<file path="src/rtl/mux_defs.vh">
// Shared mux encodings and counter width for the mux_rr block.
`ifndef MUX_DEFS_VH
`define MUX_DEFS_VH

`define MUX_MODE_FIXED 1'b0
`define MUX_MODE_RR    1'b1
`define MUX_CNT_W      16

`endif

</file>
<file path="src/rtl/mux_rr_pkg.sv">
// Package for mux_rr: mode type and counter width built from the shared defines.
`include "mux_defs.vh"

package mux_rr_pkg;

    localparam int unsigned CNT_W = `MUX_CNT_W;

    typedef enum logic {
        ModeFixed = `MUX_MODE_FIXED,
        ModeRr    = `MUX_MODE_RR
    } mux_mode_e;

endpackage

</file>
<file path="src/rtl/rr_arbiter.sv">
// Combinational round-robin arbiter: first requester after ptr (wrapping) wins.
module rr_arbiter #(
    parameter int unsigned  N  = 4,
    localparam int unsigned SW = $clog2(N)
) (
    input  logic [N-1:0]  req,
    input  logic [SW-1:0] ptr,
    output logic [N-1:0]  grant,
    output logic [SW-1:0] gidx
);

    // Two descending passes: channels above ptr overwrite those at or below it,
    // so the lowest index above ptr wins, else the lowest index at or below it.
    always_comb begin
        grant = '0;
        gidx  = '0;
        for (int i = N - 1; i >= 0; i--) begin
            if (req[i] && int'(ptr) >= i) begin
                grant    = '0;
                grant[i] = 1'b1;
                gidx     = SW'(i);
            end
        end
        for (int i = N - 1; i >= 0; i--) begin
            if (req[i] && int'(ptr) < i) begin
                grant    = '0;
                grant[i] = 1'b1;
                gidx     = SW'(i);
            end
        end
    end

endmodule

</file>
<file path="src/rtl/mux_rr.sv">
// N-channel registered mux with valid/ready handshakes, round-robin or fixed select.
// Define MUX_RR_CNT_EN to add the xfer_cnt output-handshake counter.
module mux_rr
    import mux_rr_pkg::*;
#(
    parameter int unsigned  N  = 4,
    parameter int unsigned  W  = 8,
    localparam int unsigned SW = $clog2(N)
) (
    input  logic            clk,
    input  logic            rst,
    input  logic [N*W-1:0]  d,
    input  logic [N-1:0]    d_valid,
    output logic [N-1:0]    d_ready,
    input  logic            mode,
    input  logic [SW-1:0]   s,
    output logic [W-1:0]    y,
    output logic            y_valid,
    input  logic            y_ready,
    output logic [SW-1:0]   y_sel
`ifdef MUX_RR_CNT_EN
    ,
    output logic [CNT_W-1:0] xfer_cnt
`endif
);

    logic [W-1:0]  y_q, y_d;
    logic          y_valid_q, y_valid_d;
    logic [SW-1:0] y_sel_q, y_sel_d;
    logic [SW-1:0] ptr_q, ptr_d;

    logic [N-1:0]  rr_grant, fix_grant, grant;
    logic [SW-1:0] rr_gidx, gidx;
    logic [W-1:0]  word;
    logic          load, xfer;

    rr_arbiter #(
        .N (N)
    ) u_arb (
        .req   (d_valid),
        .ptr   (ptr_q),
        .grant (rr_grant),
        .gidx  (rr_gidx)
    );

    // Out-of-range selects match no channel and so grant nothing.
    always_comb begin
        fix_grant = '0;
        for (int i = 0; i < N; i++) begin
            if (int'(s) == i) begin
                fix_grant[i] = d_valid[i];
            end
        end
    end

    always_comb begin
        if (mux_mode_e'(mode) == ModeRr) begin
            grant = rr_grant;
            gidx  = rr_gidx;
        end else begin
            grant = fix_grant;
            gidx  = s;
        end
    end

    assign load    = ~y_valid_q | y_ready;
    assign d_ready = (load && !rst) ? grant : '0;
    assign xfer    = |d_ready;

    always_comb begin
        word = '0;
        for (int i = 0; i < N; i++) begin
            if (grant[i]) begin
                word = d[i*W +: W];
            end
        end
    end

    always_comb begin
        y_d       = y_q;
        y_sel_d   = y_sel_q;
        ptr_d     = ptr_q;
        y_valid_d = y_valid_q & ~y_ready;
        if (xfer) begin
            y_d       = word;
            y_sel_d   = gidx;
            ptr_d     = gidx;
            y_valid_d = 1'b1;
        end
    end

    always_ff @(posedge clk or posedge rst) begin
        if (rst) begin
            y_q       <= '0;
            y_valid_q <= 1'b0;
            y_sel_q   <= '0;
            ptr_q     <= SW'(N - 1);
        end else begin
            y_q       <= y_d;
            y_valid_q <= y_valid_d;
            y_sel_q   <= y_sel_d;
            ptr_q     <= ptr_d;
        end
    end

    assign y       = y_q;
    assign y_valid = y_valid_q;
    assign y_sel   = y_sel_q;

`ifdef MUX_RR_CNT_EN
    logic [CNT_W-1:0] cnt_q, cnt_d;

    assign cnt_d = (y_valid_q && y_ready) ? cnt_q + 1'b1 : cnt_q;

    always_ff @(posedge clk or posedge rst) begin
        if (rst) begin
            cnt_q <= '0;
        end else begin
            cnt_q <= cnt_d;
        end
    end

    assign xfer_cnt = cnt_q;
`endif

endmodule
</file>
<file path="config.mk">
export PLATFORM = sky130hd
export DESIGN_NAME = mux_rr
export DESIGN_NICKNAME = d
export VERILOG_FILES = /design/src/rtl/mux_rr_pkg.sv /design/src/rtl/rr_arbiter.sv /design/src/rtl/mux_rr.sv
export VERILOG_INCLUDE_DIRS = /design/src /design/src/rtl
export SDC_FILE = /design/constraint.sdc
export NUM_CORES = 1
export LEC_CHECK = 0
export ABC_AREA = 1
export BUFFER_PORTS_ARGS = -buffer_cell sky130_fd_sc_hd__buf_2
export CORE_MARGIN = 3
export CORE_UTILIZATION = 47
export CTS_CLUSTER_DIAMETER = 200
export DETAILED_ROUTE_END_ITERATION = 8
export GPL_TIMING_DRIVEN = 0
export PLACE_DENSITY = 0.8
export SLEW_MARGIN = 10
export SYNTH_ARGS = -nofsm -noshare
export SYNTH_HDL_FRONTEND = slang
export SYNTH_HIERARCHICAL = 1
export SYNTH_SLANG_ARGS = --single-unit
export TNS_END_PERCENT = 5
</file>
<file path="constraint.sdc">
create_clock -name clk -period 2.7 [get_ports clk]
set_clock_uncertainty 0.2 [all_clocks]
set_input_delay 0.405 -clock clk [delete_from_list [all_inputs] [get_ports clk]]
set_output_delay 0.405 -clock clk [all_outputs]
set_load 0.02 [all_outputs]
</file>
# == Word-level counts from Yosys, hierarchy flattened ==
# Cells that the tools add are included.
# op_classes
n_lt_le_gt_ge,6
n_eq_ne,3
muxes,26
bitwise_logic,4
n_reduce_logical,10
# op_table
operator,count
$mux W4,9
$mux W8,4
$mux W2,8
$logic_and A1 B1 Y1,7
$mux W1,5
$eq A2 B2 Y1 const B,2
$ge A2 B2 Y1 const B,2
$lt A2 B2 Y1 const B,2
$reduce_or A4 Y1,1
$eq A2 B1 Y1 const B,1
$ge A2 B1 Y1 const B,1
$logic_not A2 Y1,1
$lt A2 B1 Y1 const B,1
$not A1 Y1,2
$and A1 B1 Y1,1
$logic_not A1 Y1,1
$or A1 B1 Y1,1
# totals
ff_bits,13
input_bits,42
output_inout_bits,15

# == Longest topological paths before layout ==
# Gate-level depths: netlist of the first run.
# depth
ltp_word,14
mapped_depth,15

# == By module ==
# The synthesis of the first run kept the hierarchy.
# by_module_without_submodules
mod,instances,cells_per_inst,area_each_um2,seq_area_each_um2
mux_rr,1,168,1082.3,327.8
rr_arbiter,1,30,153.9,0.0

# == Worst setup path before layout of the first run ==
# No wires, ideal clock.
# synth_timing
path_kind,reg2out
startpoint,register ptr_q[1]
endpoint,output d_ready[0]
t_arrival_ns,1.385
required_ns,2.095
path_slack_ns,0.710
stages_incl_launch_ff,11
path_cell_list,dfstp_2 nor2_1 nand2_1 inv_2 nor3_2 inv_1 nand2_1 nand2_2 inv_4 nand3_2 inv_1
# synth_between
elab_chain_cells,10
elab_cells_between_ends,18
classes_between,5 x order compare; 8 x mux; 5 x reduce/logical
# synth_rtl
element,line_no,source
"start, declared",mux_rr.sv:30,"logic [SW-1:0] ptr_q, ptr_d;"
"start signal, assigned",mux_rr.sv:97,ptr_q <= SW'(N - 1);
"start signal, assigned",mux_rr.sv:102,ptr_q <= ptr_d;
$ge A2 B2 Y1,rr_arbiter.sv:18,if (req[i] && int'(ptr) >= i) begin
$logic_and A1 B1 Y1,rr_arbiter.sv:18,
$mux W4 (3 in a row),rr_arbiter.sv:18,
$mux W4 (2 in a row),rr_arbiter.sv:25,if (req[i] && int'(ptr) < i) begin
$mux W4 *,rr_arbiter.sv:25,
via rr_grant[0],mux_rr.sv:32,"logic [N-1:0] rr_grant, fix_grant, grant;"
$mux W4 *,mux_rr.sv:57,if (mux_mode_e'(mode) == ModeRr) begin
$mux W4 *,mux_rr.sv:67,assign d_ready = (load && !rst) ? grant : '0;
"end, declared",mux_rr.sv:14,"output logic [N-1:0] d_ready,"
# Mark *: on every way through the listed nets, which the timed path passes. The rest lies on a longest branch.

# == Final worst setup path of the first run ==
# Same ends and word-level chain as after synthesis.

==> impl_results.html, run 1 <==
<table>
<tr><th>Metric</th><th>Value</th></tr>
<tr><th colspan="2">Clocking</th></tr>
<tr><td>Clock-pin transition on the worst setup and hold timing paths</td><td>~0.070 ns</td></tr>
<tr><td>Clk Latency, worst-skew pair</td><td>roughly 0.27 ns</td></tr>
<tr><td>Setup fix buffers added after clock tree synthesis</td><td>0</td></tr>
<tr><td>Maximum buffer depth of the clock tree</td><td>2</td></tr>
<tr><td>Library cell used as clock root buffer</td><td>clkbuf_4</td></tr>
<tr><td>TritonCTS Buffers</td><td>3</td></tr>
<tr><td>CTS tree</td><td>yes</td></tr>
<tr><td>TritonCTS sink count</td><td>13</td></tr>
<tr><td>Maximum level of the CTS H-tree</td><td>1</td></tr>
<tr><th colspan="2">Place</th></tr>
<tr><td>Global placement routability congestion</td><td>between 0.9 and 1</td></tr>
<tr><td>Post-detail-place hpwl</td><td>about 2400 um</td></tr>
<tr><td>Port Buf Inserts</td><td>between 50 and 60</td></tr>
<tr><th colspan="2">Layout</th></tr>
<tr><td>Layout net count</td><td>~300</td></tr>
<tr><td>Area added between synthesis and finish</td><td>28.0%</td></tr>
<tr><td>Number of antenna repair diodes</td><td>0</td></tr>
<tr><td>Ratio of cells with drive above 1 in the final layout</td><td>a little under two fifths</td></tr>
<tr><th colspan="2">Setup path</th></tr>
<tr><td>Worst endpoint data arrival time</td><td>1.86 ns</td></tr>
<tr><td>Worst path max stage delay</td><td>just over 0.6 ns</td></tr>
<tr><td>Crit path from</td><td>ptr_q[1]</td></tr>
<tr><td>Endpoint of the lowest-slack register-to-register path</td><td>y[4]</td></tr>
<tr><td>Crit-path cells</td><td>nor2_1 -&gt; nand2_1 -&gt; inv_2 -&gt; nor3_2 -&gt; inv_1 -&gt; nand2_1 -&gt; nand2_2 -&gt; inv_4 -&gt; nand3_2 -&gt; inv_1 -&gt; buf_2</td></tr>
<tr><td>Kind of start point of the critical path</td><td>register</td></tr>
<tr><td>Required @ worst endpoint</td><td>2.10 ns</td></tr>
<tr><td>Register-to-Register Setup Slack</td><td>roughly 0.57 ns</td></tr>
<tr><td>Reg2reg path depth</td><td>14</td></tr>
<tr><td>Critical R2R Launch</td><td>ptr_q[1]</td></tr>
<tr><td>Worst Path Max Fanout</td><td>9</td></tr>
<tr><td>Critical path class</td><td>register to output port</td></tr>
<tr><td>Slowest stage cell on the critical path</td><td>dfstp_2</td></tr>
<tr><td>Endpoint type of the worst setup path</td><td>output port</td></tr>
<tr><td>Worst setup path endpoint</td><td>d_ready[0]</td></tr>
<tr><th colspan="2">Floorplanning</th></tr>
<tr><td>Total Die Area</td><td>about 0.0033 mm2</td></tr>
<tr><td>Area of the core region</td><td>~0.0024 mm2</td></tr>
<tr><td>Die height</td><td>about 57 um</td></tr>
<tr><td>Boundary pin count</td><td>57</td></tr>
<tr><td>Number of placement rows</td><td>17</td></tr>
<tr><td>Initial Util</td><td>52.4%</td></tr>
<tr><td>Floorplan die width</td><td>approximately 57 um</td></tr>
<tr><th colspan="2">Synthesis</th></tr>
<tr><td>Area share of the largest cell type after synthesis</td><td>22.3%</td></tr>
<tr><td>Parity-gate share of the synthesized area counting xor and xnor cells</td><td>0%</td></tr>
<tr><td>Synth top area cells</td><td>dfrtp_1, nand2_1, a21oi_1</td></tr>
<tr><td>Cell accounting for the most synthesized area</td><td>dfrtp_1</td></tr>
<tr><td>Adder-cell share of the synthesized area</td><td>0%</td></tr>
<tr><td>Synthesized flop and latch total</td><td>13</td></tr>
<tr><td>Top-count cell post-synth</td><td>nand2_1</td></tr>
<tr><td>Post-synth EDFFs</td><td>0</td></tr>
<tr><td>Cell count after synthesis</td><td>198</td></tr>
<tr><td>Number of nets produced by synthesis</td><td>240</td></tr>
<tr><td>Synthesized area per cell</td><td>6.24 um2</td></tr>
<tr><td>Dominant register cell in the synthesized netlist</td><td>dfrtp_1</td></tr>
<tr><td>Fraction of the mapped netlist area in simple logic gates</td><td>~49%</td></tr>
<tr><td>Dominant combinational cell family by area after synthesis</td><td>simple AND/OR/NAND/NOR gates</td></tr>
<tr><td>Most frequent cells after synthesis</td><td>nand2_1, inv_1, a21oi_1</td></tr>
<tr><td>Syn Std Cell Area</td><td>between 0.001 and 0.0015 mm2</td></tr>
<tr><td>Compound-Gate Fraction of Synth Area</td><td>12.7%</td></tr>
<tr><td>Post-synthesis sequential area ratio</td><td>a little over a quarter</td></tr>
<tr><td>Share of flip-flops with an asynchronous set or reset after synthesis</td><td>between 90% and 100%</td></tr>
<tr><td>Multiplexer share of the synthesized area</td><td>0%</td></tr>
<tr><td>Count of distinct cell types in the synthesized netlist</td><td>24</td></tr>
<tr><td>Yosys warns</td><td>6</td></tr>
<tr><th colspan="2">Detailed routing</th></tr>
<tr><td>Vias per cell</td><td>about 4.7</td></tr>
<tr><td>Remaining design rule violation count</td><td>0</td></tr>
<tr><td>Wire length reported by the detailed router</td><td>a little under 3000 um</td></tr>
<tr><td>Count of antenna-violating nets left after detailed routing</td><td>0</td></tr>
<tr><td>Drt pass-1 iters</td><td>4</td></tr>
<tr><td>Routed len/inst</td><td>10.4 um</td></tr>
<tr><td>Drt first-iter violations</td><td>51</td></tr>
<tr><td>Total via count after detailed routing</td><td>1342</td></tr>
<tr><th colspan="2">STA</th></tr>
<tr><td>RSZ-0062 raised after global routing</td><td>no</td></tr>
<tr><td>Measured slew at the worst slew-check pin</td><td>~0.48 ns</td></tr>
<tr><td>Final Hold Fails</td><td>0</td></tr>
<tr><td>Post-Route Setup TNS</td><td>0 ns</td></tr>
<tr><td>Clock period minus final worst setup slack</td><td>roughly 2.5 ns</td></tr>
<tr><td>Peak Freq</td><td>slightly above 400 MHz</td></tr>
<tr><td>Worst slew margin</td><td>67.9%</td></tr>
<tr><td>Post-route fraction of the period consumed by the critical path</td><td>roughly 90%</td></tr>
<tr><td>Worst hold margin</td><td>0.120 ns</td></tr>
<tr><td>Final Setup Violations</td><td>0</td></tr>
<tr><td>Total count of max-transition violations in the final report</td><td>0</td></tr>
<tr><th colspan="2">Power</th></tr>
<tr><td>Ratio of total power to cell area</td><td>approximately 730 mW/mm2</td></tr>
<tr><td>Leakage power summed over all cells</td><td>0.990 nW</td></tr>
<tr><td>Worst ir drop on vdd</td><td>around 0.00053 V</td></tr>
<tr><td>Sum of internal, switching and leakage power</td><td>about 1.2 mW</td></tr>
<tr><th colspan="2">Global route</th></tr>
<tr><td>Maximum number of pins on one net before global-route repair</td><td>14</td></tr>
<tr><td>Total track usage</td><td>around a fifth</td></tr>
<tr><td>Wire length of the first global-routing pass</td><td>roughly 5000 um</td></tr>
<tr><td>Antenna violations before repair</td><td>0</td></tr>
<tr><td>Vias in the first global route</td><td>between 1000 and 1500</td></tr>
<tr><td>Sum of overflow across all layers after global routing</td><td>0</td></tr>
<tr><th colspan="2">Outcome</th></tr>
<tr><td>Outcome</td><td>finished clean</td></tr>
<tr><th colspan="2">Min path</th></tr>
<tr><td>Min-delay worst type</td><td>primary input to register</td></tr>
<tr><th colspan="2">Run</th></tr>
<tr><td>Number of violations of the max-capacitance limit</td><td>0</td></tr>
</table>
## flip-flops by register name (all words and copies together) (netlist names)
register  count
y_valid       1
y_sel         2
ptr_q         2
y             8
## worst min-delay path by stage
stage / start / to / depth (start not counted)
global placement: y[0] / y[0] / 2
finish: y_ready / y_valid / 2
detailed placement: y[5] / y[5] / 2
global route: y_ready / y_valid / 2
floorplan: rst / y[0] / 1
CTS: y_ready / y_valid / 2
## per-layer routing
layer,GRT usage [%],routed length [um],vias up
met4,10.3,73,0
met2,27.1,1280,50
met1,27.5,1440,552
met5,0,0,-
met3,2.04,173,8
li1,-,-,732
## layout make-up
cell class | count | area [um2]
fill | 247 | 778
inverter | 28 | 108
sequential | 13 | 328
timing repair buffer | 56 | 285
tap | 28 | 35.0
buffer | 4 | 35.0
clock buffer | 4 | 26.3
multi-input combinational | 153 | 766
## cells by family (layout without fill, tap and decap cells)
kind of cell / Yosys count / after routing
compound gates: 30 / 30
simple gates: 123 / 123
buf+inv: 32 / 92
flops: 13 / 13
## stage by stage
| stage | cells | instance area [um2] | setup slack [ns] | utilization (%) |
|---|---|---|---|---|
| 2_1_floorplan | 198 | 1240 | 0.710 | - |
| 5_1_grt | 286 | 1580 | 0.0835 | 67.0 |
| 6_report | 286 | 1580 | 0.240 | 67.0 |
| 3_3_place_gp | 281 | 1550 | 0.557 | 65.5 |
| 3_5_place_dp | 281 | 1550 | 0.547 | 65.5 |
| 4_1_cts | 286 | 1580 | 0.241 | 67.0 |
## where the power goes
part / switching (mW) / internal [mW] / leakage (nW)
Sequential: 0.0604 / 0.291 / 0.159
Combinational: 0.434 / 0.251 / 0.816
Clock: 0.0602 / 0.0573 / 0.0150
## worst max-delay path, delay by kind of cell (launching register included)
kind,cells,cell delay (ns)
buffers and inverters,5,0.42
DFF,1,0.61
and+or+nand+nor,6,0.56
## timing repair
item	4_1_cts	5_1_grt
hold endpoints to repair	11	0
gates resized for setup	0	0
hold buffers	1	0
## cell usage in the layout (no fill, tap or decap), drive strengths merged
master       synthesis  final
nand3b               1      1
dlygate4sd3          0      1
clkbuf               0      4
nand2               84     84
nand3               12     12
nor2                25     25
buf                  4     59
dfstp                2      2
dfrtp               11     11
inv                 28     28
o21ai                8      8
nor3                 1      1
a21boi               1      1
a21oi               21     21
Power figures use the tool's default switching activity.
==> inputs of run 2 (changes only) <==
Settings changed: CORE_UTILIZATION 47 to 50, PLACE_DENSITY 0.8 to 0.85.
Clock period 2.7 ns to 3.04 ns, I/O delays scaled along.
==> impl_results.html, run 2 (same netlist as run 1, synthesis figures left out) <==
<table>
<tr><th>Metric</th><th>Value</th></tr>
<tr><th colspan="2">Layout</th></tr>
<tr><td>Commonest cells after routing, fill and taps aside</td><td>nand2_1, buf_2, inv_1, a21oi_1, nor2_1</td></tr>
<tr><td>Number of antenna repair diodes</td><td>0 (unchanged)</td></tr>
<tr><td>Sequential standard cell area</td><td>328 um2 (unchanged)</td></tr>
<tr><td>Fill cell instance count of the final layout</td><td>225 (-8.9%)</td></tr>
<tr><td>Largest register FFs</td><td>8 (unchanged)</td></tr>
<tr><td>Ratio of cells with drive above 1 in the final layout</td><td>37.4% (+0.14 points)</td></tr>
<tr><td>Post-layout instance count excluding filler cells</td><td>285 (-0.35%)</td></tr>
<tr><td>Area added between synthesis and finish</td><td>27.2%</td></tr>
<tr><td>Area of the multi-input gates</td><td>766 um2 (unchanged)</td></tr>
<tr><td>Most common cell after layout, fill and taps aside</td><td>nand2_1</td></tr>
<tr><td>Layout net count</td><td>300 (-0.33%)</td></tr>
<tr><th colspan="2">STA</th></tr>
<tr><td>Final Hold Fails</td><td>0 (unchanged)</td></tr>
<tr><td>Clock period minus final worst setup slack</td><td>roughly 2.5 ns</td></tr>
<tr><td>Total count of max-transition violations in the final report</td><td>0 (unchanged)</td></tr>
<tr><td>Post-Route Setup TNS</td><td>0 ns (unchanged)</td></tr>
<tr><td>Worst setup margin</td><td>0.538 ns (+0.298 ns)</td></tr>
<tr><td>Measured slew at the worst slew-check pin</td><td>0.476 ns (-0.00477 ns)</td></tr>
<tr><td>Final Setup Violations</td><td>0 (unchanged)</td></tr>
<tr><td>Worst slew margin</td><td>68.2% (+0.32 points)</td></tr>
<tr><td>Peak Freq</td><td>~400 MHz</td></tr>
<tr><td>Post-route fraction of the period consumed by the critical path</td><td>82.3%</td></tr>
<tr><td>RSZ-0062 raised after global routing</td><td>no</td></tr>
<tr><th colspan="2">Clocking</th></tr>
<tr><td>Maximum buffer depth of the clock tree</td><td>2 (unchanged)</td></tr>
<tr><td>TritonCTS Buffers</td><td>3 (unchanged)</td></tr>
<tr><td>TritonCTS sink count</td><td>13 (unchanged)</td></tr>
<tr><td>Maximum level of the CTS H-tree</td><td>1 (unchanged)</td></tr>
<tr><td>Setup fix buffers added after clock tree synthesis</td><td>0 (unchanged)</td></tr>
<tr><td>Quantity of gates resized following cts</td><td>0 (unchanged)</td></tr>
<tr><td>Clock-pin transition on the worst setup and hold timing paths</td><td>0.08 ns (about the same)</td></tr>
<tr><td>Library cell used as clock root buffer</td><td>clkbuf_4</td></tr>
<tr><td>Hold-fix buffers, CTS</td><td>0 (-1)</td></tr>
<tr><td>Clk Latency, worst-skew pair</td><td>0.27 ns (about the same)</td></tr>
<tr><td>CTS tree</td><td>yes</td></tr>
<tr><th colspan="2">Floorplanning</th></tr>
<tr><td>Total Die Area</td><td>0.00310 mm2 (-5.4%)</td></tr>
<tr><td>Boundary pin count</td><td>57 (unchanged)</td></tr>
<tr><td>Number of placement rows</td><td>17 (unchanged)</td></tr>
<tr><td>Floorplan die width</td><td>55.7 um (-2.7%)</td></tr>
<tr><td>Area of the core region</td><td>0.00228 mm2 (-3.6%)</td></tr>
<tr><td>Die height</td><td>55.7 um (-2.7%)</td></tr>
<tr><td>Initial Util</td><td>54.3% (+2.0 points)</td></tr>
<tr><th colspan="2">Setup path</th></tr>
<tr><td>Required @ worst endpoint</td><td>2.38 ns (+0.28 ns)</td></tr>
<tr><td>Critical R2R Launch</td><td>ptr_q[1]</td></tr>
<tr><td>Endpoint type of the worst setup path</td><td>output port</td></tr>
<tr><td>Register-to-Register Setup Slack</td><td>0.91 ns (+0.34 ns)</td></tr>
<tr><td>Worst Path Max Fanout</td><td>10 (+1)</td></tr>
<tr><td>Critical path class</td><td>register to output port</td></tr>
<tr><td>Worst endpoint data arrival time</td><td>1.85 ns (about the same)</td></tr>
<tr><td>Crit path from</td><td>ptr_q[1]</td></tr>
<tr><td>Kind of start point of the critical path</td><td>register</td></tr>
<tr><th colspan="2">Global route</th></tr>
<tr><td>Busiest layer in global routing</td><td>met2</td></tr>
<tr><td>Wire length of the first global-routing pass</td><td>4990 um (-0.42%)</td></tr>
<tr><td>Vias in the first global route</td><td>1158 (-1.8%)</td></tr>
<tr><td>GR met2 Demand/Resource</td><td>31.1% (+4.0 points)</td></tr>
<tr><td>Total track usage</td><td>19.5% (+0.57 points)</td></tr>
<tr><td>Met3 layer usage reported by global route</td><td>0.928% (-1.1 points)</td></tr>
<tr><td>Antenna violations before repair</td><td>0 (unchanged)</td></tr>
<tr><td>Sum of overflow across all layers after global routing</td><td>0 (unchanged)</td></tr>
<tr><td>Maximum number of pins on one net before global-route repair</td><td>14 (unchanged)</td></tr>
<tr><td>Fraction of met1 tracks used by global routing</td><td>27.6% (+0.13 points)</td></tr>
<tr><th colspan="2">Run</th></tr>
<tr><td>Number of violations of the max-capacitance limit</td><td>0 (unchanged)</td></tr>
<tr><th colspan="2">Min path</th></tr>
<tr><td>Min-delay worst type</td><td>primary input to asynchronous set/reset pin</td></tr>
<tr><th colspan="2">Place</th></tr>
<tr><td>Placement Setup Slack</td><td>0.796 ns (+0.248 ns)</td></tr>
<tr><td># placed instances</td><td>281 (unchanged)</td></tr>
<tr><td>Global placement routability congestion</td><td>0.856 (-7.0%)</td></tr>
<tr><td>Port Buf Inserts</td><td>55 (unchanged)</td></tr>
<tr><td>Post-detail-place hpwl</td><td>2460 um (+2.4%)</td></tr>
<tr><th colspan="2">Detailed routing</th></tr>
<tr><td>Vias per cell</td><td>4.68 (-0.32%)</td></tr>
<tr><td>Drt pass-1 iters</td><td>4 (unchanged)</td></tr>
<tr><td>Count of antenna-violating nets left after detailed routing</td><td>0 (unchanged)</td></tr>
<tr><td>Total via count after detailed routing</td><td>1333 (-0.67%)</td></tr>
<tr><td>Drt first-iter violations</td><td>50 (-2.0%)</td></tr>
<tr><td>Wire length reported by the detailed router</td><td>3000 um (+1.3%)</td></tr>
<tr><td>Remaining design rule violation count</td><td>0 (unchanged)</td></tr>
<tr><td>Routed len/inst</td><td>10.5 um (+1.7%)</td></tr>
<tr><th colspan="2">Power</th></tr>
<tr><td>Ratio of total power to cell area</td><td>654 mW/mm2 (-10%)</td></tr>
<tr><td>Clock Power Share</td><td>10.2% (about the same)</td></tr>
<tr><td>Combinational share of power</td><td>59.1% (-0.2 points)</td></tr>
<tr><td>Worst ir drop on vdd</td><td>0.000496 V (-6.7%)</td></tr>
<tr><td>NetSw</td><td>0.497 mW (-10%)</td></tr>
<tr><td>Leakage power summed over all cells</td><td>0.986 nW (-0.42%)</td></tr>
<tr><td>Internal power component</td><td>0.532 mW (-11%)</td></tr>
<tr><td>Switching fraction of total power</td><td>48.3% (+0.29 points)</td></tr>
<tr><td>Part of the total power dissipated in sequential elements</td><td>30.6% (about the same)</td></tr>
<tr><th colspan="2">Outcome</th></tr>
<tr><td>Outcome</td><td>finished clean</td></tr>
</table>
[run 2: cell count changes in the layout (fill, tap and decap cells not counted)]
cell	delta
dlygate4sd3_1	-1
[run 2: worst paths after layout]
kind,cells after the start,to
min in group clk,2,y_valid
hold reg to reg,2,y[3]
setup / recovery,9,d_ready[3]
setup reg to reg,14,y[5]
hold / removal,2,y[7]
max in group asynchronous,2,ptr_q[1]
[run 2: final cells by class]
type / instances / area share, %
multi-input cells: 153 / 48.7
clock buffers: 4 / 1.67
well taps: 28 / 2.23
repair buffers: 55 / 17.5
flip-flops and latches: 13 / 20.8
inverters: 28 / 6.84
plain buffers: 4 / 2.23
[run 2: critical path, cell delays in order (launching register included)]
cell     delay, ns
dfstp_2       0.61
nand3_2       0.08
nor2_1        0.14
nand3_1       0.09
a21oi_1       0.13
nand2_1       0.10
nand2_4       0.13
nand2_2       0.09
inv_1         0.05
buf_2         0.15
[run 2: per-layer routing]
| metal | share of wire, % | routed length [um] |
|---|---|---|
| met1 | 45 | 1370 |
| met2 | 46 | 1390 |
| met3 | 6.8 | 203 |
| met4 | 1.4 | 41 |
| met5 | 0 | 0 |
[run 2: power by group through the flow]
stage / clock, mW / combinational, mW / sequential [mW]
final: 0.105 / 0.609 / 0.315
after global routing: 0.114 / 0.679 / 0.329
after CTS: 0.107 / 0.611 / 0.316
after detailed placement: 0 / 0.608 / 0.317
after global placement: 0 / 0.598 / 0.310
after floorplan: 0 / 0.366 / 0.390
[run 2: stage by stage]
| step | hold WS (ns) | area [um2] | util (%) | power, mW |
|---|---|---|---|---|
| after floorplan | 0.132 | 1240 | - | 0.757 |
| after global placement | 0.256 | 1550 | 67.9 | 0.908 |
| after detailed placement | 0.260 | 1550 | 67.9 | 0.925 |
| after CTS | 0.0275 | 1570 | 69.1 | 1.03 |
| after global routing | 0.0525 | 1570 | 69.1 | 1.12 |
| final | 0.0129 | 1570 | 69.1 | 1.03 |
